<file path="config.mk">
export PLATFORM = sky130hd
export DESIGN_NAME = axi3_rd_arbiter_flat
export DESIGN_NICKNAME = d
export VERILOG_FILES = /design/src/rtl/axi3_rd_arbiter_if.sv /design/src/rtl/axi3_rd_arbiter.sv /design/src/flat_wrapper.sv
export SDC_FILE = /design/constraint.sdc
export NUM_CORES = 1
export LEC_CHECK = 0
export CAP_MARGIN = 5
export CELL_PAD_IN_SITES_DETAIL_PLACEMENT = 0
export CELL_PAD_IN_SITES_GLOBAL_PLACEMENT = 1
export CORE_MARGIN = 2
export CORE_UTILIZATION = 13
export DETAILED_ROUTE_END_ITERATION = 8
export GPL_TIMING_DRIVEN = 0
export PLACE_DENSITY_LB_ADDON = 0.1
export SLEW_MARGIN = 20
export SYNTH_ARGS = -nofsm -noshare
export SYNTH_HDL_FRONTEND = slang
export SYNTH_SLANG_ARGS = --single-unit
</file>
<file path="constraint.sdc">
create_clock -name clk -period 1.6 [get_ports clk]
set_input_delay 0.16 -clock clk [delete_from_list [all_inputs] [get_ports clk]]
set_output_delay 0.16 -clock clk [all_outputs]
set_load 0.005 [all_outputs]
</file>
<file path="src/rtl/axi3_rd_arbiter_if.sv">
// AXI3 read-channel request/response structs and the bus-side interface
// carrying one read master port (request struct, ARID, response struct, RID).
package axi3_rd_pkg;

   typedef struct packed {
      logic [3:0]  arid;
      logic [31:0] araddr;
      logic [3:0]  arlen;
      logic [2:0]  arsize;
      logic [1:0]  arburst;
      logic [3:0]  arcache;
      logic        arvalid;
      logic        rready;
   } axi3_rd_req_t;

   typedef struct packed {
      logic        arready;
      logic [31:0] rdata;
      logic [1:0]  rresp;
      logic        rlast;
      logic        rvalid;
   } axi3_rd_resp_t;

endpackage

interface axi3_rd_if #(
   parameter int BUS_WIDTH = 4
);
   import axi3_rd_pkg::*;

   axi3_rd_req_t           rd_req;
   logic [BUS_WIDTH-1:0]   arid;
   axi3_rd_resp_t          rd_resp;
   logic [BUS_WIDTH-1:0]   rid;

   modport master (output rd_req, output arid, input rd_resp, input rid);
   modport slave  (input rd_req, input arid, output rd_resp, output rid);
endinterface

</file>
<file path="src/rtl/axi3_rd_arbiter.sv">
// Round-robin arbiter sharing one AXI3 read master among N_REQ requesters;
// one burst outstanding, grant held from AR issue through the last R beat.
module axi3_rd_arbiter
   import axi3_rd_pkg::*;
#(
   parameter int N_REQ     = 2,
   parameter int BUS_WIDTH = 4,
   localparam int GW       = (N_REQ > 1) ? $clog2(N_REQ) : 1
) (
   input  logic            clk,
   input  logic            rst,
   input  axi3_rd_req_t    req_rd_req  [N_REQ],
   output axi3_rd_resp_t   req_rd_resp [N_REQ],
   axi3_rd_if.master       m,
   output logic            busy,
   output logic [GW-1:0]   grant_idx,
   output logic            rid_err
);

   typedef enum logic [1:0] {S_IDLE, S_ADDR, S_DATA} state_t;

   state_t               r_state;
   state_t               w_next;
   logic [GW-1:0]        r_grant;
   logic [GW-1:0]        r_rr_ptr;
   logic [GW-1:0]        w_cand [N_REQ];
   logic [GW-1:0]        w_pick;
   logic                 w_found;
   logic                 w_last_beat;
   logic                 w_rid_err;
   logic                 w_beat;
   axi3_rd_req_t         w_req;
   logic [BUS_WIDTH-1:0] w_arid;

   // Scan order starts at the round-robin pointer and wraps modulo N_REQ.
   for (genvar gi = 0; gi < N_REQ; gi++) begin : g_cand
      assign w_cand[gi] = GW'((int'(r_rr_ptr) + gi) % N_REQ);
   end

   always_comb begin
      w_found = 1'b0;
      w_pick  = '0;
      for (int i = N_REQ - 1; i >= 0; i--) begin
         if (req_rd_req[w_cand[i]].arvalid) begin
            w_found = 1'b1;
            w_pick  = w_cand[i];
         end
      end
   end

   // NOTE: state registers use non-blocking assignments so every flop samples
   // pre-edge values; the async reset returns all control state at once.
   always_ff @(posedge clk or posedge rst) begin
      if (rst) begin
         r_state  <= S_IDLE;
         r_grant  <= '0;
         r_rr_ptr <= '0;
      end else begin
         r_state <= w_next;
         if (r_state == S_IDLE && w_found)
            r_grant <= w_pick;
         if (w_last_beat)
            r_rr_ptr <= GW'((int'(r_grant) + 1) % N_REQ);
      end
   end

   // NOTE: every output of this block gets a default before the case so no
   // path leaves a variable unassigned, which would infer a latch.
   always_comb begin
      w_next      = r_state;
      w_req       = '0;
      w_arid      = '0;
      w_rid_err   = 1'b0;
      w_last_beat = 1'b0;
      w_beat      = 1'b0;
      for (int i = 0; i < N_REQ; i++)
         req_rd_resp[i] = '0;

      case (r_state)
         S_IDLE: begin
            if (w_found)
               w_next = S_ADDR;
         end
         S_ADDR: begin
            w_req        = req_rd_req[r_grant];
            w_req.rready = 1'b0;
            w_req.arid   = 4'(r_grant);
            w_arid       = BUS_WIDTH'(r_grant);
            req_rd_resp[r_grant].arready = m.rd_resp.arready;
            // A requester withdrawing arvalid abandons the grant without
            // advancing the pointer.
            if (!req_rd_req[r_grant].arvalid)
               w_next = S_IDLE;
            else if (m.rd_resp.arready)
               w_next = S_DATA;
         end
         S_DATA: begin
            w_req.rready = req_rd_req[r_grant].rready;
            req_rd_resp[r_grant].rdata  = m.rd_resp.rdata;
            req_rd_resp[r_grant].rresp  = m.rd_resp.rresp;
            req_rd_resp[r_grant].rlast  = m.rd_resp.rlast;
            req_rd_resp[r_grant].rvalid = m.rd_resp.rvalid;
            w_beat    = m.rd_resp.rvalid && req_rd_req[r_grant].rready;
            w_rid_err = w_beat && (m.rid != BUS_WIDTH'(r_grant));
            if (w_beat && m.rd_resp.rlast) begin
               w_last_beat = 1'b1;
               w_next      = S_IDLE;
            end
         end
         default: w_next = S_IDLE;
      endcase
   end

   assign m.rd_req  = w_req;
   assign m.arid    = w_arid;
   assign busy      = (r_state != S_IDLE);
   assign grant_idx = r_grant;
   assign rid_err   = w_rid_err;

endmodule

</file>
<file path="src/flat_wrapper.sv">
// flat-port wrapper written by rule: the top's interface ports become plain ports
module axi3_rd_arbiter_flat import axi3_rd_pkg::*;
#(
   parameter int N_REQ     = 2,
   parameter int BUS_WIDTH = 4,
   localparam int GW       = (N_REQ > 1) ? $clog2(N_REQ) : 1
)
  (clk, rst, req_rd_req, req_rd_resp, busy, grant_idx, rid_err, m_rd_req, m_arid, m_rd_resp, m_rid);
  axi3_rd_if #(.BUS_WIDTH(BUS_WIDTH)) m_i ();
  input  logic clk;
  input  logic rst;
  input  axi3_rd_req_t req_rd_req[N_REQ];
  output axi3_rd_resp_t req_rd_resp[N_REQ];
  output logic busy;
  output logic [GW-1:0] grant_idx;
  output logic rid_err;
  output wire logic [$bits(m_i.rd_req)-1:0] m_rd_req;
  output wire logic [$bits(m_i.arid)-1:0] m_arid;
  input wire logic [$bits(m_i.rd_resp)-1:0] m_rd_resp;
  input wire logic [$bits(m_i.rid)-1:0] m_rid;
  assign m_rd_req = m_i.rd_req;
  assign m_arid = m_i.arid;
  assign m_i.rd_resp = m_rd_resp;
  assign m_i.rid = m_rid;
  axi3_rd_arbiter #(.N_REQ(N_REQ), .BUS_WIDTH(BUS_WIDTH)) u_core (.clk(clk), .rst(rst), .req_rd_req(req_rd_req), .req_rd_resp(req_rd_resp), .m(m_i), .busy(busy), .grant_idx(grant_idx), .rid_err(rid_err));
endmodule
</file>
; ---- Word level (Yosys, flattened, before mapping)
; Index checks and enable logic that the tools add are counted.
[op_classes]
addsub = 2
n_lt_le_gt_ge = 4
eq_ne = 6
muxes = 38
bitwise_logic = 5
n_reduce_logical = 8
[ops]
columns = cell, count
row1 = bitwise mux 74 bit, 3
row2 = 2-to-1 mux 47 bit, 4
row3 = demux 37 bit (select 1 bit), 5
row4 = AND 74 bit, 2
row5 = case mux 74 bit (2 select lines), 1
row6 = 2-to-1 mux 37 bit, 1
row7 = 2-to-1 mux 36 bit, 1
row8 = 2-to-1 mux 2 bit, 11
row9 = 2-to-1 mux 1 bit, 10
row10 = ">= comparator 2 bit, second input constant", 3
row11 = NOT 1 -> 2 bit, 3
row12 = case mux 2 bit (3 select lines), 1
row13 = logical AND 1 bit, 5
row14 = 2-to-1 mux 4 bit, 1
row15 = "inequality test 2 x 1 -> 1 bit, second input constant", 2
row16 = inequality test 4 x 1 -> 1 bit, 1
row17 = "inequality test 3 bit, second input constant", 1
row18 = AND reduction 3 bit, 1
row19 = "adder 1 bit, second input constant", 2
row20 = "== test 2 x 1 -> 1 bit, second input constant", 1
row21 = "== test 2 bit, second input constant", 1
row22 = zero test 2 bit, 1
row23 = "less-than comparator 2 x 1 -> 1 bit, second input constant", 1
row24 = nonzero test 2 bit, 1
[totals]
reg_bits = 4
inputBits = 145

; ---- Logic depth before layout (Yosys ltp)
; Gate-level depths: netlist of the first run.
[depth]
depth_word = 10
ltp_mapped = 6
depth_no_buf = 5

; ---- Least setup slack after synthesis of the first run
; No wires, ideal clock.
[synth_timing]
kind = register -> output
start = reg u_core.r_state[0]
end = out req_rd_resp[0] (netlist name)
arrival_time_ps = 1329
slack_ps = 111
path_stages_with_launch = 7
n_path_buf = 2
path_cell_list = dfrtp_1 -> inv_1 -> ha_1 -> and3_1 -> clkbuf_2 -> clkbuf_1 -> and2_1
[synth_lines]
columns = item, line_no
row1 = from (decl), axi3_rd_arbiter.sv:22  ; state_t r_state;
row2 = from (signal assigned), axi3_rd_arbiter.sv:59  ; r_state <= w_next;
row3 = to (decl), flat_wrapper.sv:13  ; output axi3_rd_resp_t req_rd_resp[N_REQ];

; ---- Worst setup path in the final report of the first run
[layout_timing]
start = reg u_core.r_state[0]
end = out m_rd_req[11]
[layout_via]
elab_chain_cells = 2
[layout_lines]
columns = item, line_no
row1 = == test 2 x 1 -> 1 bit, axi3_rd_arbiter.sv:79  ; case (r_state)
row2 = 2-to-1 mux 47 bit, axi3_rd_arbiter.sv:79
row3 = to (decl), flat_wrapper.sv:17  ; output wire logic [$bits(m_i.rd_req)-1:0] m_rd_req;
; No other way between the ends.

==> results.ini, run 1 <==
[power]
ir_worst_vdd_uv = 384.0
p_total_mw = 5.338
p_per_area_mw_per_mm2 = 1020
p_leak_nw = 2.566

[final_layout]
diodes = 0
drive_gt1_share_pct = 46.79
syn_to_final_growth_pct = 210.3
nets = 695
stdcell_area_sq_mm = 0.005234

[global_route]
grt_max_degree = 12
gr-total-overflow = 0
grt_antenna_before_repair = 0
grt_pass1_vias = 2748
grt_pass1_wl_um = 15110
track_usage_pct = 13.56

[synth]
synth.distinct_cells = 29
netlist_area_sq_mm = 0.001687
yosys_warnings = 0
synthFlopType = dfrtp_1
yosys_register_bits = 4
netlist_instances = 230
ys_seq_area_share_pct = 5.935
syn_area_per_cell_sq_um = 7.333
synth-edff-count = 0
async_reset_ff_share_pct = 100.0

[place]
place_area_sq_mm = 0.004543
place_congestion = 0.7515
dp.final_hpwl_um = 8282
io_buffers = 262
place_ws_ns = -0.7838

[route]
drt-initial-drc-count = 40
wl_per_cell_um = 14.62
wirelength_um = 10480
viasPerCell = 3.816
dr.pass1.iters = 4
ant_nets = 0
via_count = 2736
drc_errors = 0

[clock_network]
clkTransAtPathRegs_ns = 0.03
cts_tree = done
htree_num_levels = 1
clockBufferDepth = 2
clock_latency_ns = 0.22
cts_hold_buf = 0
clock-sinks = 4
root_buffer = clkbuf_16
numCtsBuffers = 3

[hold_path]
hold_class = input port to async pin

[critical_path]
path_delay_family = buffers and inverters
slowest_delay_ns = 0.39
crit_path_end_kind = output port
path_buf_inv = 5
cp_cell_sequence = buf_4, ha_4, clkbuf_16, buf_12, clkbuf_8, nor2b_1, dlygate4sd2_1
worstSetupPathType = flip-flop to output port
arrival_ns = 1.72
cp_max_fo = 6
worst_path_max_delay_cell = dfrtp_1
startpoint_type = flip-flop
required_ns = 1.44

[timing]
fin_crit_sh_pct = 117.2
setup_ws_ns = -0.2753
rsz0062_at_grt = true
fin_skew_ns = 0.0004528
whs_ns = 0.1223
max_freq_mhz = 533.2
period_needed_ns = 1.875
hold_viol_final = 0
setup_viol = 123
slew_violations = 0

[floorplanning]
io_pins = 277
start_util_pct = 13.37
coreArea_sq_mm = 0.01262
std_cell_rows = 41
die_h_um = 117.9
die_w_um = 117.9
die-area_sq_mm = 0.01390

[run_status]
outcome = complete, but fails checks
violations = negative setup slack

[flow_run]
maxCapViolCount = 0

cell families after synthesis:
group | count (synthesis) | synth area share, %
and+or+nand+nor | 133 | 48.74
xor gates and xnor gates | 1 | 0.5194
other | 1 | 0.2223
AOI/OAI and AO/OA | 8 | 3.264
buffers and inverters | 32 | 10.09
adders and majority gates | 3 | 2.226
DFF | 4 | 5.935
muxes | 48 | 29.01
report_power, final:
part	total, mW	internal, mW	leakage, nW	switching [mW]
clock	0.386	0.319	0.0370	0.0668
sequential	0.184	0.150	0.0499	0.0346
combinational	4.77	3.00	2.48	1.76
total	5.34	3.47	2.57	1.86
flip-flops by register name (all words and copies together), names as in the netlist:
name              count
u_core.r_state        2
u_core.grant_idx      1
u_core.r_rr_ptr       1
cell usage in the layout, fill, tap and decap left out, drive strengths merged, types with 4 or more instances in the layout:
master,n
dfrtp,4
mux2i,47
nor2b,46
conb,6
clkbuf,24
dlygate4sd2,4
clkdlybuf4s50,137
and2,72
inv,6
buf,169
and3,4
path summary, 6_finish.rpt:
check                                  startpoint                 to  slack, ns  cells past startpoint
worst max-delay path            u_core.r_state[0]       m_rd_req[11]      -0.28                      7
worst min-delay path                          rst  u_core.r_state[1]       0.12                      2
worst max register to register   u_core.grant_idx  u_core.r_state[0]      -0.04                      9
worst min register to register    u_core.r_rr_ptr    u_core.r_rr_ptr       0.52                      1
max in group asynchronous                     rst   u_core.grant_idx       1.33                      2
min in group clk                  u_core.r_rr_ptr    u_core.r_rr_ptr       0.52                      1
Yosys cell counts (all sizes together), types with 2 or more instances:
library cell / n / area [sq um]
and2: 72 / 450.4
and3: 4 / 25.02
buf: 14 / 97.59
clkbuf: 12 / 50.05
dfrtp: 4 / 100.1
ha: 3 / 37.54
inv: 6 / 22.52
mux2i: 47 / 474.2
nand2: 3 / 11.26
nand3: 3 / 15.01
nor2: 3 / 11.26
nor2b: 46 / 295.3
o21ai: 2 / 10.00
per-stage QoR:
step           utilization, %  TNS (ns)  cells
2_1_floorplan               -         0    235
3_3_place_gp            36.00    -70.14    669
3_5_place_dp            36.00    -68.48    669
4_1_cts                 39.28    -23.14    707
5_1_grt                 41.47    -26.30    717
6_report                41.47    -19.27    717
cell type report:
class	count	area [sq um]
plain buffers	23	331.6
well taps	172	215.2
inverters	6	25.02
multi-input cells	199	1632
flip-flops and latches	4	100.1
clock buffers	3	75.07
fillers	1307	7386
repair buffers	310	2855
routing by layer:
metal,part of all wire (%),vias to the layer above,track usage (%)
met5,0,-,0
met4,0.49,0,1.130
met3,9.9,4,5.426
met2,55,156,27.98
met1,34,1209,12.77
li1,-,1367,-
what timing repair did:
item,in CTS,in global routing
gates resized for setup,587,83
pin swaps,57,7
endpoints found under the setup margin,125,122
cloned,6,2
setup buffers,29,15
(Power assumes the default switching activity.)
==> inputs of run 2 (changes only) <==
--- a/config.mk
+++ b/config.mk
@@ -13,7 +13,6 @@
 export DETAILED_ROUTE_END_ITERATION = 8
 export GPL_TIMING_DRIVEN = 0
 export PLACE_DENSITY_LB_ADDON = 0.1
-export SLEW_MARGIN = 20
 export SYNTH_ARGS = -nofsm -noshare
 export SYNTH_HDL_FRONTEND = slang
 export SYNTH_SLANG_ARGS = --single-unit
==> results of run 2 <==
The final DEF is identical to that of run 1; final timing and power are the same.
==> inputs of run 3 (changes only) <==
--- a/config.mk
+++ b/config.mk
@@ -8,7 +8,7 @@
 export CAP_MARGIN = 5
 export CELL_PAD_IN_SITES_DETAIL_PLACEMENT = 0
 export CELL_PAD_IN_SITES_GLOBAL_PLACEMENT = 1
-export CORE_MARGIN = 2
+export CORE_MARGIN = 3
 export CORE_UTILIZATION = 13
 export DETAILED_ROUTE_END_ITERATION = 8
 export GPL_TIMING_DRIVEN = 0
==> constraint.sdc (replaced) <==
create_clock -name clk -period 1.98 [get_ports clk]
set_input_delay 0.198 -clock clk [delete_from_list [all_inputs] [get_ports clk]]
set_output_delay 0.198 -clock clk [all_outputs]
set_load 0.005 [all_outputs]
==> results.ini, run 3 (synthesis gave the netlist of run 1 again) <==
[run_status]
outcome = finished, final reports clean

[timing]
setup_ws_ns = 0.04900  ; +0.3243 ns
tns_ns = 0  ; +19.27 ns
fin_crit_sh_pct = 97.53
fin_skew_ns = 0.0006389  ; +0.0001861 ns
hold_viol_final = 0  ; unchanged
max_freq_mhz = 517.9
period_needed_ns = 1.931
rsz0062_at_grt = true
slew_violations = 0  ; unchanged
setup_viol = 0  ; -100%
whs_ns = 0.1636  ; +0.04132 ns

[route]
drt-initial-drc-count = 26  ; -35%
wl_per_cell_um = 15.49  ; +5.9%
wirelength_um = 10670  ; +1.8%
drc_errors = 0  ; unchanged
viasPerCell = 3.810  ; -0.16%
ant_nets = 0  ; unchanged
dr.pass1.iters = 4  ; unchanged
via_count = 2625  ; -4.1%

[final_layout]
nets = 671  ; -3.5%
final_cell_mix = clkdlybuf4s50_1, and2_1, dlygate4sd2_1
stdcell_area_sq_mm = 0.004728  ; -9.7%
fin_util_pct = 38.25  ; -3.2 points
diodes = 0  ; unchanged
largest_register_ff_count = 2  ; unchanged
fin_cells = 689  ; -3.9%
syn_to_final_growth_pct = 180.3
drive_gt1_share_pct = 24.18  ; -23 points
layout_commonest_cell = clkdlybuf4s50_1
regMostFlops = u_core.r_state

[clock_network]
numCtsBuffers = 3  ; unchanged
clockBufferDepth = 2  ; unchanged
htree_num_levels = 1  ; unchanged
clock_latency_ns = 0.23  ; about the same
cts_hold_buf = 0  ; unchanged
cts_tree = done
root_buffer = clkbuf_16
clkTransAtPathRegs_ns = 0.03  ; about the same
clock-sinks = 4  ; unchanged

[critical_path]
arrival_ns = 1.73  ; about the same
cp_max_fo = 7  ; +1
startpoint_type = flip-flop
required_ns = 1.78  ; +0.34 ns
worstSetupPathType = flip-flop to output port
crit_path_end_kind = output port

[floorplanning]
die_h_um = 119.9  ; +1.7%
die-area_sq_mm = 0.01438  ; +3.4%
start_util_pct = 13.64  ; +0.28 points
std_cell_rows = 40  ; -2.4%
io_pins = 277  ; unchanged
coreArea_sq_mm = 0.01236  ; -2.0%
die_w_um = 119.9  ; +1.7%

[global_route]
grt_max_degree = 11  ; -1
grt_antenna_before_repair = 0  ; unchanged
track_usage_pct = 13.61  ; +0.050 points
gr-total-overflow = 0  ; unchanged
grt_pass1_vias = 2719  ; -1.1%
grt_pass1_wl_um = 15500  ; +2.6%

[place]
io_buffers = 262  ; unchanged
dp.final_hpwl_um = 8916  ; +7.7%
place_area_sq_mm = 0.004538  ; -0.11%
place_congestion = 0.7234  ; -3.7%
dp_cells = 665  ; -0.60%
place_ws_ns = -0.4806  ; +0.3032 ns

[power]
p_per_area_mw_per_mm2 = 782.8  ; -23%
p_leak_nw = 2.428  ; -5.4%
ir_worst_vdd_uv = 276.7  ; -28%
p_total_mw = 3.701  ; -31%

[flow_run]
maxCapViolCount = 0  ; unchanged

[hold_path]
hold_class = input port to async pin

[run 3: cell count changes in the layout (fill, tap and decap cells not counted), sizes merged]
cell,delta
clkdlybuf4s50,+2
buf,-92
dlygate4sd2,+47
clkbuf,+9
dlymetal6s2s,+2
clkdlybuf4s15,+8
[run 3: power by group]
part           internal (mW)  switching [mW]
sequential             0.121          0.0312
combinational           1.96            1.27
clock                  0.259          0.0625
[run 3: path summary, 6_finish.rpt]
| check | from | endpoint | slack, ns | cells past startpoint |
|---|---|---|---|---|
| hold reg to reg | u_core.r_rr_ptr | u_core.r_rr_ptr | 0.55 | 1 |
| hold / removal | rst | u_core.r_state[1] | 0.16 | 2 |
| setup / recovery | u_core.r_state[0] | req_rd_resp[37] | 0.05 | 9 |
| setup reg to reg | u_core.r_state[0] | u_core.r_rr_ptr | 0.42 | 7 |
| min in group clk | u_core.r_rr_ptr | u_core.r_rr_ptr | 0.55 | 1 |
| max in group asynchronous | rst | u_core.grant_idx | 1.68 | 2 |
[run 3: timing repair]
action,CTS,global route
resized for setup,321,47
endpoints found under the hold margin,0,0
endpoints found under the setup margin,122,54
buffers inserted,17,2
cloned,6,0
pin swaps,3,2
[run 3: critical path, cell delays in order, from the launching register on]
cell	delay, ns
dfrtp_1	0.36
inv_2	0.08
buf_6	0.12
ha_4	0.15
and3_4	0.17
buf_6	0.13
buf_8	0.12
buf_6	0.11
and2_1	0.14
buf_2	0.12
[run 3: final cells by class]
class | instances | area [sq um]
Sequential cell | 4 | 100.1
Buffer | 24 | 320.3
Multi-Input combinational cell | 199 | 1495
Timing Repair Buffer | 285 | 2505
Tap cell | 168 | 210.2
Fill cell | 1326 | 7634
Inverter | 6 | 22.52
Clock buffer | 3 | 75.07
[run 3: routing by layer]
| layer | GRT usage (%) | wire length (um) | vias up |
|---|---|---|---|
| met2 | 27.12 | 5713 | 164 |
| met4 | 1.575 | 55 | 0 |
| met5 | 0 | 0 | - |
| met1 | 13.42 | 3690 | 1142 |
| li1 | - | - | 1315 |
| met3 | 5.467 | 1210 | 4 |
